--- src/rtl/rr_mux_arbiter.sv ---
// N-channel arbitrated mux with a registered, valid/ready handshaked output.
// Define RR_MUX_ROUND_ROBIN_EN for round-robin arbitration; otherwise fixed priority.
module rr_mux_arbiter #(
    parameter int N_BITS       = 32,
    parameter int N_CHANNELS   = 8,
    localparam int SEL_BITS    = $clog2(N_CHANNELS)
) (
    input  logic                         clk,
    input  logic                         reset,
    input  logic [N_CHANNELS-1:0]        Valid_In,
    input  logic [N_CHANNELS*N_BITS-1:0] Data_In,
    output logic [N_CHANNELS-1:0]        Ready_Out,
    output logic [N_BITS-1:0]            Mux_Output,
    output logic                         Valid_Out,
    input  logic                         Ready_In,
    output logic [SEL_BITS-1:0]          Grant_Index
);

    logic [N_BITS-1:0]   r_data;
    logic [SEL_BITS-1:0] r_grant;
    logic                r_valid;

    logic                w_load_en;
    logic                w_found;
    logic                w_accept;
    logic [SEL_BITS-1:0] w_win;
    logic [SEL_BITS:0]   w_idx;
    logic [N_BITS-1:0]   w_data;

`ifdef RR_MUX_ROUND_ROBIN_EN
    logic [SEL_BITS-1:0] r_ptr;
`endif

    assign w_load_en = !r_valid || Ready_In;

    // Walk the channels from the start point; one spare bit absorbs the wrap.
    always_comb begin
        w_found = 1'b0;
        w_win   = '0;
        w_idx   = '0;
        for (int k = 0; k < N_CHANNELS; k++) begin
`ifdef RR_MUX_ROUND_ROBIN_EN
            w_idx = {1'b0, r_ptr} + (SEL_BITS+1)'(k);
            if (w_idx >= (SEL_BITS+1)'(N_CHANNELS))
                w_idx = w_idx - (SEL_BITS+1)'(N_CHANNELS);
`else
            w_idx = (SEL_BITS+1)'(k);
`endif
            if (!w_found && Valid_In[w_idx[SEL_BITS-1:0]]) begin
                w_found = 1'b1;
                w_win   = w_idx[SEL_BITS-1:0];
            end
        end
    end

    assign w_accept = w_load_en && w_found && !reset;

    always_comb begin
        Ready_Out = '0;
        if (w_accept)
            Ready_Out[w_win] = 1'b1;
    end

    always_comb begin
        w_data = '0;
        for (int i = 0; i < N_CHANNELS; i++) begin
            if (w_win == SEL_BITS'(i))
                w_data = Data_In[i*N_BITS +: N_BITS];
        end
    end

    always_ff @(posedge clk) begin
        if (reset) begin
            r_data  <= '0;
            r_grant <= '0;
            r_valid <= 1'b0;
        end else if (w_accept) begin
            r_data  <= w_data;
            r_grant <= w_win;
            r_valid <= 1'b1;
        end else if (r_valid && Ready_In) begin
            r_valid <= 1'b0;
        end
    end

`ifdef RR_MUX_ROUND_ROBIN_EN
    always_ff @(posedge clk) begin
        if (reset)
            r_ptr <= '0;
        else if (w_accept)
            r_ptr <= (w_win == SEL_BITS'(N_CHANNELS-1)) ? '0 : w_win + 1'b1;
    end
`endif

    assign Mux_Output  = r_data;
    assign Grant_Index = r_grant;
    assign Valid_Out   = r_valid;

endmodule

--- config.mk ---
export PLATFORM = sky130hd
export DESIGN_NAME = rr_mux_arbiter
export DESIGN_NICKNAME = d
export VERILOG_FILES = /design/src/rtl/rr_mux_arbiter.sv
export SDC_FILE = /design/constraint.sdc
export NUM_CORES = 1
export LEC_CHECK = 0
export CORE_AREA = 4 4 118 120
export CTS_CLUSTER_DIAMETER = 30
export DETAILED_ROUTE_END_ITERATION = 16
export DIE_AREA = 0 0 122 124
export PLACE_DENSITY = 0.74
export SLEW_MARGIN = 10
export SYNTH_ARGS = -nofsm -noshare
export SYNTH_HDL_FRONTEND = slang
export SYNTH_SLANG_ARGS = --single-unit
--- constraint.sdc ---
create_clock -name clk -period 2.1 [get_ports clk]
set_input_delay 0.315 -clock clk [delete_from_list [all_inputs] [get_ports clk]]
set_output_delay 0.315 -clock clk [all_outputs]
set_load 0.01 [all_outputs]
# [Word level (Yosys, flattened, before mapping)]
# Cells that the tools add are included.
# Widths: inputs -> output; s select.
[classes] addsub=0 n_mul=0 n_div=0 n_lt_le_gt_ge=2 eq_ne=7 shifts=0 n_mux=28 n_bitwise=0 reduce_logical=23
[ops] cell="$mux 32" n=8
[ops] cell="$mux 3" n=6
[ops] cell="$eq 3x3->1 const B" n=4
[ops] cell="$mux 1" n=12
[ops] cell="$logic_and 1x1->1" n=11
[ops] cell="$logic_not 1->1" n=9
[ops] cell="$mux 8" n=1
[ops] cell="$eq 3x2->1 const B" n=2
[ops] cell="$lt 3x4->1 const B" n=1
[ops] cell="$demux 1 s3" n=1
[ops] cell="$eq 3x1->1 const B" n=1
[ops] cell="$ge 3x1->1 const B" n=1
[ops] cell="$logic_not 3->1" n=1
[ops] cell="$reduce_bool 2->1" n=1
[ops] cell="$logic_or 1x1->1" n=1
[word_totals] regBits=36 latchBits=0 ramBits=0 mem_bits_ro=0 in_bits=267 out_inout_bits=44 wordCells=63 mem_count=0

# [Longest topological paths before layout]
# Gate-level depths: netlist of run 1.
[depth] word_depth=31 mapped_depth=8 depth_no_buf=5

# [Worst setup path before layout of run 1]
# No wires, ideal clock.
[synth_timing] path_type="input -> register" from="input Valid_In[1]" to="register r_data[0] (netlist: Mux_Output[0])" setup_time_ps=88 t_arrival_ps=1974 required_ps=2012 slack_ps=38 stages=8 n_path_buf=3 path_cell_list="or4_4 -> or3_1 -> buf_4 -> nor2_4 -> buf_6 -> buf_8 -> a221oi_2 -> a311oi_2"
[synth_between] elab_chain_len=29 elab_cells_between_ends=45 cone_classes="eq/ne (7); mux (22); reduce/logical (16)"
[synth_rtl] element="start, declared" line="10" text="input logic [N_CHANNELS-1:0] Valid_In,"
[synth_rtl] element="$logic_and 1x1->1 (*)" line="49" text="if (!w_found && Valid_In[w_idx[SEL_BITS-1:0]]) begin"
[synth_rtl] element="$mux 1" line="49"
[synth_rtl] element="$logic_not 1->1" line="49"
[synth_rtl] element="$logic_and 1x1->1" line="49"
[synth_rtl] element="$mux 1" line="49"
[synth_rtl] element="$logic_not 1->1" line="49"
[synth_rtl] element="$logic_and 1x1->1" line="49"
[synth_rtl] element="$mux 1" line="49"
[synth_rtl] element="[6 not listed]"
[synth_rtl] element="$logic_not 1->1" line="49"
[synth_rtl] element="$logic_and 1x1->1" line="49"
[synth_rtl] element="$mux 1" line="49"
[synth_rtl] element="$logic_not 1->1" line="49"
[synth_rtl] element="$logic_and 1x1->1" line="49"
[synth_rtl] element="$mux 3" line="49"
[synth_rtl] element="$logic_not 3->1" line="67" text="if (w_win == SEL_BITS'(i))"
[synth_rtl] element="$mux 32 (8 in a row)" line="67"
[synth_rtl] element="end signal, assigned" line="78" text="r_data <= w_data;"
[synth_rtl] element="end, declared" line="19" text="logic [N_BITS-1:0] r_data;"
# Mark *: on every way between the ends. The rest lies on a longest branch, timed or not.
# A chain may end at the register's enable or synchronous reset.

# [Final worst setup path of run 1]
[layout_timing] from="input Valid_In[2]" to="register r_data[30] (netlist: Mux_Output[30])"
[layout_between] elab_chain_len=26 elab_cells_between_ends=41 cone_classes="eq/ne (7); mux (20); reduce/logical (14)"
[layout_rtl] element="$logic_and 1x1->1 (*)" line="49"
[layout_rtl] element="$mux 1" line="49"
[layout_rtl] element="$logic_not 1->1" line="49"
[layout_rtl] element="$logic_and 1x1->1" line="49"
[layout_rtl] element="$mux 1" line="49"
[layout_rtl] element="$logic_not 1->1" line="49"
[layout_rtl] element="$logic_and 1x1->1" line="49"
[layout_rtl] element="$mux 1" line="49"
[layout_rtl] element="[3 not listed]"
[layout_rtl] element="$logic_not 1->1" line="49"
[layout_rtl] element="$logic_and 1x1->1" line="49"
[layout_rtl] element="$mux 1" line="49"
[layout_rtl] element="$logic_not 1->1" line="49"
[layout_rtl] element="$logic_and 1x1->1" line="49"
[layout_rtl] element="$mux 3" line="49"
[layout_rtl] element="$logic_not 3->1" line="67"
[layout_rtl] element="$mux 32 (8 in a row)" line="67"
# Marked as above.

==> results of run 1 <==
==> final cells by class <==
type	count	area [um2]	area share [%]
antenna	1	2.50	0.0335
clock buffer	8	146	1.96
inverter	4	15.0	0.201
multi-input combinational	345	2590	34.6
sequential	36	721	9.64
tap	176	220	2.94
timing repair buffer	374	3780	50.6
==> report_power, final <==
part / total [W] / internal (W) / switching, W
logic: 0.00134 / 0.000810 / 0.000534
clock network: 0.000764 / 0.000474 / 0.000290
registers: 0.000773 / 0.000740 / 0.0000325
total: 0.00288 / 0.00202 / 0.000856
==> cells in the final DEF (no fill, tap or decap), drive strengths merged, types with 3 or more instances in the layout <==
| cell type | count |
|---|---|
| o32ai | 3 |
| dlygate4sd2 | 6 |
| a22oi | 6 |
| mux2i | 3 |
| a222oi | 29 |
| dfxtp | 36 |
| nand2 | 36 |
| o21ai | 34 |
| a21oi | 14 |
| nand2b | 33 |
| a221o | 29 |
| buf | 71 |
| a221oi | 29 |
| nor2 | 40 |
| nor4 | 3 |
| a311oi | 29 |
| inv | 4 |
| nor3 | 5 |
| a2bb2oi | 3 |
| clkdlybuf4s50 | 293 |
| o22ai | 32 |
| clkbuf | 10 |
==> logic make-up (layout without fill, tap and decap cells) <==
logic type             Yosys count  after routing
and+or+nand+nor                129            129
AOI/OAI and AO/OA              213            213
muxes                            3              3
DFF                             36             36
buffers and inverters           62            386
other                            0              1
==> through the flow <==
stage	cells	setup WS (ns)	power, W	TNS (ns)	hold WS (ns)
detailed placement	924	-0.654	0.00209	-18.29	0.450
floorplan	443	0.0380	0.00123	0	0.476
global route	944	-0.0871	0.00301	-0.976	0.437
finish	944	-0.0611	0.00288	-0.183	0.416
global placement	924	-0.662	0.00206	-16.68	0.444
CTS	941	-0.0862	0.00290	-0.730	0.410
==> flip-flops by register name, indices dropped and copies added, names as in the netlist <==
register,cells
Grant_Index,3
Mux_Output,32
Valid_Out,1
==> what timing repair did <==
item,CTS,global route
gates cloned,3,0
gates resized for setup,53,25
endpoints found under the setup margin,37,32
pin swaps,9,9
buffers inserted,6,4
==> critical path, delay by kind of cell <==
family	cells	cell delay [ns]
AND/OR/NAND/NOR	3	1.09
buffers and inverters	4	0.54
AO/OA/AOI/OAI	2	0.37
==> path summary, 6_finish.rpt <==
| check | to | slack [ns] | depth (start not counted) |
|---|---|---|---|
| worst max-delay path | Mux_Output[30] | -0.06 | 9 |
| worst max register to register | Mux_Output[4] | 0.35 | 8 |
| worst min-delay path | Valid_Out | 0.42 | 3 |
| worst min register to register | Grant_Index[1] | 0.46 | 2 |
==> metal layers <==
layer,GRT usage [%],vias to the layer above,part of all wire (%)
met1,32.0,2702,38
li1,-,2480,-
met2,48.9,388,50
met4,11.4,0,3.5
met5,0,-,0
met3,5.68,85,8.9
==> key figures, run 1 <==
Cells and area
  – Area growth, synth to finish: 117%
  – Fin util: between 50% and 60%
  – Fin nets: approximately 1000
  – Filler cells: roughly 1200
  – Share of post-route cells with drive strength above 1: about 16%
  – Cell area after layout: between 7000 and 8000 um2

Worst hold path
  – Hold Path Origin: reset
  – Worst hold path class: input port to flip-flop

Yosys
  – Synthesized flop and latch total: 36
  – Cell accounting for the most synthesized area: dfxtp_1
  – Synth Area in Adders: 0%
  – Main combinational cell family by area after synthesis: compound AO/OA/AOI/OAI gates
  – EDFF count, synth: 0
  – Synth Area in Compound Gates: between 50% and 60%
  – Synth cell count leaders: clkbuf_1, nor2_1, dfxtp_1, nand2_1, nand2b_1
  – Synth Warn #: 0
  – Post-Syn Nets: between 700 and 800
  – Top-area cell type share of the netlist area: approximately a fifth
  – Unique cell type count in the Yosys netlist: 42
  – Synth Area per Inst: 7.77 um2
  – Post-synthesis mux area share: less than 1%
  – Count leader, synth: clkbuf_1
  – Post-synth design cell area: 3440 um2
  – Top post-synthesis cells by area: dfxtp_1, a221o_1, a222oi_1, nand2b_1, o22ai_1
  – Ys flop type: dfxtp_1
  – Sequential area share after synthesis: roughly a fifth
  – Simple-gate share of the synthesized area: between 10% and 20%
  – Synthesized instance count: 443
  – XOR/XNOR Fraction of Synth Area: 0%
  – Ys async rst share: 0%

Power
  – PwrDens: 385 nW/um2
  – Leakage: 2.74 nW
  – VDD IR-drop max: between 0.0002 and 0.0003 V

Placement
  – DP Area: roughly 7100 um2
  – I/O Buffers: 310
  – Routability congestion estimate: between 0.8 and 0.9
  – Hpwl dp: ~16 mm

Worst setup path
  – Crit-path cells: buf_6 -> or4_4 -> or3_4 -> buf_6 -> buf_12 -> nor2_4 -> buf_8 -> o21ai_2 -> a311oi_2
  – Worst setup path start: Valid_In[2]
  – Critical Path Source Type: input port
  – CP Max Fanout: 13
  – Critical path arrival: 2.34 ns
  – Setup CP Type: input port to flip-flop
  – Critical path required time: 2.28 ns
  – CP max-delay cell: or4_4
  – Crit end category: flip-flop
  – Most used cell, CP: buf_6
  – Reg2Reg Launch Point: Valid_Out
  – Critical path's largest stage delay: 0.55 ns

Global routing
  – GR Util All Layers: a little over a quarter
  – Initial antenna violation count: 1
  – First-pass GRT wire length: 32.2 mm
  – Vias in the first global route: 5881
  – Total global routing overflow: 0
  – Pin count of the biggest net entering global routing: 43

Timing
  – Final period util: 103%
  – Setup violations, final: 11
  – Worst slew pin tran: between 0.5 and 0.6 ns
  – Final hold vios: 0
  – Clk_skew: between 0.003 and 0.004 ns
  – Max transition margin: roughly 65%
  – Tmin final: approximately 2.2 ns
  – RSZ-0062 raised after global routing: true
  – Slew Viols, Final: 0
  – Fin worst setup slack: -0.0611 ns
  – FMAX: about 0.46 GHz

Clocking
  – CTS Hold Bufs: 0
  – CTS max path bufs: 2
  – Worst-path clk slew: 0.06 ns
  – Clock latency on the worst-skew pair: roughly 0.27 ns
  – Clk root buf: clkbuf_16
  – CTS H-tree depth: 2
  – TritonCTS clock tree: yes
  – TritonCTS Buffers: 5
  – Clk sinks: 36

Die
  – Full die area: between 15000 and 20000 um2
  – I/O pin total: about 310
  – Die height: about 120 um
  – Starting Density: a little over a quarter
  – Core ar.: roughly 13000 um2
  – Chip Width: 122 um
  – Rows: 42

Drt
  – 1st-pass router iterations: 8
  – Routed len/inst: 23.7 um
  – DRT Wirelength: between 20 and 25 mm
  – DR DRC count: 0
  – DR iter-0 viols: ~720
  – Via count: 5655
  – Post-route ant nets: 0
  – Drt via density: between 5 and 6

Run status
  – Status: finished with violations
  – Failing checks: setup timing

Run
  – Max_cap viols: 0
No activity file was read; power rests on OpenSTA's default activity.
==> run 2: changes to the inputs <==
--- a/config.mk
+++ b/config.mk
@@ -5,11 +5,15 @@
 export SDC_FILE = /design/constraint.sdc
 export NUM_CORES = 1
 export LEC_CHECK = 0
-export CORE_AREA = 4 4 118 120
+export CELL_PAD_IN_SITES_DETAIL_PLACEMENT = 0
+export CELL_PAD_IN_SITES_GLOBAL_PLACEMENT = 1
+export CORE_ASPECT_RATIO = 0.9
+export CORE_MARGIN = 4
+export CORE_UTILIZATION = 18
 export CTS_CLUSTER_DIAMETER = 30
+export CTS_CLUSTER_SIZE = 24
 export DETAILED_ROUTE_END_ITERATION = 16
-export DIE_AREA = 0 0 122 124
-export PLACE_DENSITY = 0.74
+export PLACE_DENSITY_LB_ADDON = 0.1
 export SLEW_MARGIN = 10
 export SYNTH_ARGS = -nofsm -noshare
 export SYNTH_HDL_FRONTEND = slang
==> key figures, run 2 (same netlist as run 1, synthesis figures left out) <==
Global routing
  – GR Util All Layers: 21.3% (-6.2 points)
  – Initial antenna violation count: 5 (+4)
  – Vias in the first global route: 5813 (-1.2%)
  – Pin count of the biggest net entering global routing: 43 (unchanged)
  – Total global routing overflow: 0 (unchanged)
  – First-pass GRT wire length: 35.3 mm (+9.6%)

Timing
  – Tightest hold margin: 0.365 ns (-0.0503 ns)
  – Fin worst setup slack: -0.0498 ns (+0.0113 ns)
  – Tmin final: 2.15 ns (-0.0113 ns)
  – Clk_skew: 0.00156 ns (-0.00202 ns)
  – Slew Viols, Final: 0 (unchanged)
  – Worst slew pin tran: 0.544 ns (+0.0194 ns)
  – Setup violations, final: 9 (-2)
  – Final hold vios: 0 (unchanged)
  – RSZ-0062 raised after global routing: true
  – Final period util: 102% (-0.54 points)
  – Max transition margin: 63.7% (-1.3 points)
  – FMAX: 0.465 GHz (+0.53%)
  – Final setup TNS: -0.249 ns (-0.0652 ns)

Die
  – Rows: 47 (+12%)
  – Die height: 139 um (+12%)
  – Full die area: 21400 um2 (+41%)
  – I/O pin total: 311 (unchanged)
  – Starting Density: 18.5% (-8.0 points)
  – Core ar.: 18600 um2 (+43%)
  – Chip Width: 154 um (+26%)

Clocking
  – Clock latency on the worst-skew pair: 0.28 ns (about the same)
  – TritonCTS clock tree: yes
  – Clk root buf: clkbuf_16
  – CTS max path bufs: 2 (unchanged)
  – TritonCTS Buffers: 5 (unchanged)
  – Worst-path clk slew: 0.06 ns (about the same)
  – Clk sinks: 36 (unchanged)
  – CTS H-tree depth: 2 (unchanged)

Worst setup path
  – Critical path required time: 2.30 ns (+0.02 ns)
  – R2R Path End: Grant_Index[0]
  – R2R cell count: 11 (+3)
  – CP Max Fanout: 8 (-5)
  – Worst Setup EP: Mux_Output[20]
  – Setup CP Type: input port to flip-flop
  – Worst setup path start: Valid_In[2]
  – Critical path arrival: 2.35 ns (about the same)
  – Reg2Reg Launch Point: Valid_Out
  – Reg2Reg Setup Slack: 0.47 ns (+0.12 ns)
  – Most used cell, CP: buf_6
  – Crit end category: flip-flop
  – Crit-path cells: buf_6 -> or4_4 -> or3_4 -> buf_6 -> buf_6 -> nor2_4 -> buf_12 -> buf_6 -> buf_16 -> o21ai_2 -> a311oi_1
  – Critical path's largest stage delay: 0.56 ns (about the same)
  – Critical Path Source Type: input port
  – CP max-delay cell: or4_4

Power
  – NetSw: 0.000889 W (+3.8%)
  – Pint: 0.00204 W (+0.77%)
  – Flop pwr share: 26.3% (-0.5 points)
  – Logic gate share of total power: 46.6% (about the same)
  – Total power: 0.00293 W (+1.7%)
  – Leakage: 2.81 nW (+2.5%)
  – Sw frac: 30.4% (+0.63 points)
  – PwrDens: 377 nW/um2 (-2.0%)
  – Clock power frac: 27.1% (+0.6 points)
  – VDD IR-drop max: 0.000240 V (-19%)

Worst hold path
  – Hold Path Depth: 3 (unchanged)
  – Worst hold path class: input port to flip-flop

Drt
  – Routed len/inst: 23.6 um (-0.63%)
  – 1st-pass router iterations: 11 (+3)
  – DR iter-0 viols: 396 (-45%)
  – Post-route ant nets: 0 (unchanged)
  – Via count: 5502 (-2.7%)
  – Drt via density: 5.35 (-11%)
  – DR DRC count: 0 (unchanged)
  – DRT Wirelength: 24.2 mm (+8.2%)

Cells and area
  – Most common cell after layout, fill and taps aside: clkdlybuf4s50_1
  – Filler cells: 1882 (+64%)
  – Seq. cell area: 721 um2 (unchanged)
  – Fin util: 41.8% (-16 points)
  – Most frequent cells in the layout: clkdlybuf4s50_1, buf_4, dfxtp_1
  – Area growth, synth to finish: 126%
  – Share of post-route cells with drive strength above 1: 19.8% (+3.7 points)
  – Multi-input gate area: 2680 um2 (+3.3%)
  – Fin nets: 1045 (+1.2%)
  – Max FFs per register: 32 (unchanged)

Placement
  – Post-place setup slack: -0.780 ns (-0.126 ns)
  – I/O Buffers: 310 (unchanged)
  – Routability congestion estimate: 0.832 (-6.8%)
  – Hpwl dp: 17.4 mm (+7.3%)

Run status
  – Status: finished with violations
  – Failing checks: setup timing

Run
  – Max_cap viols: 0 (unchanged)
## run 2: layer usage
| metal | part of all wire [%] | GRT usage, % | vias to the layer above |
|---|---|---|---|
| met1 | 40 | 26.2 | 2644 |
| met4 | 2.0 | 6.51 | 0 |
| met5 | 0 | 0 | - |
| met2 | 49 | 35.9 | 315 |
| li1 | - | - | 2506 |
| met3 | 8.8 | 6.08 | 37 |
## run 2: per-stage QoR
stage / std cells / area, um2
after floorplan: 443 / 3440
after detailed placement: 993 / 7140
after CTS: 1022 / 7620
after global placement: 993 / 7140
after global routing: 1028 / 7760
final: 1028 / 7760
## run 2: layout make-up
cell class / instances / share of cell area [%]
flip-flops and latches: 36 / 9.28
clock buffers: 8 / 1.89
repair buffers: 386 / 50.1
diodes: 4 / 0.129
multi-input cells: 345 / 34.5
inverters: 4 / 0.193
well taps: 245 / 3.95
## run 2: worst min path at each step
stage	start	end	slack, ns
CTS	reset	Valid_Out	0.35
finish	reset	Valid_Out	0.37
detailed placement	Grant_Index[0]	Grant_Index[0]	0.46
global route	reset	Valid_Out	0.40
global placement	Grant_Index[1]	Grant_Index[1]	0.44
floorplan	Grant_Index[1]	Grant_Index[1]	0.48
## run 2: power by group through the flow
stage	clock network, W	registers, W	logic, W
2_1_floorplan	0	0.000809	0.000424
3_3_place_gp	0	0.000781	0.00130
3_5_place_dp	0	0.000784	0.00131
4_1_cts	0.000826	0.000769	0.00135
5_1_grt	0.000850	0.000776	0.00145
6_report	0.000795	0.000769	0.00136
## run 2: repair_timing
action                     CTS  global route
hold buffers                 0             0
buffers inserted            18            10
pin swaps                    8            21
setup endpoints to repair   38            36
resized for setup           57            56
gates cloned                 5             0
## run 2: critical path, delay by kind of cell
kind,cells,cell delay [ns]
buffers and inverters,6,0.72
AOI/OAI and AO/OA,2,0.31
and+or+nand+nor,3,1.01
==> run 3: changes to the inputs <==
--- a/config.mk
+++ b/config.mk
@@ -13,6 +13,7 @@
 export CTS_CLUSTER_DIAMETER = 30
 export CTS_CLUSTER_SIZE = 24
 export DETAILED_ROUTE_END_ITERATION = 16
+export GPL_ROUTABILITY_DRIVEN = 0
 export PLACE_DENSITY_LB_ADDON = 0.1
 export SLEW_MARGIN = 10
 export SYNTH_ARGS = -nofsm -noshare
==> results of run 3 <==
Final layout, timing and power as in run 2 (identical DEF).
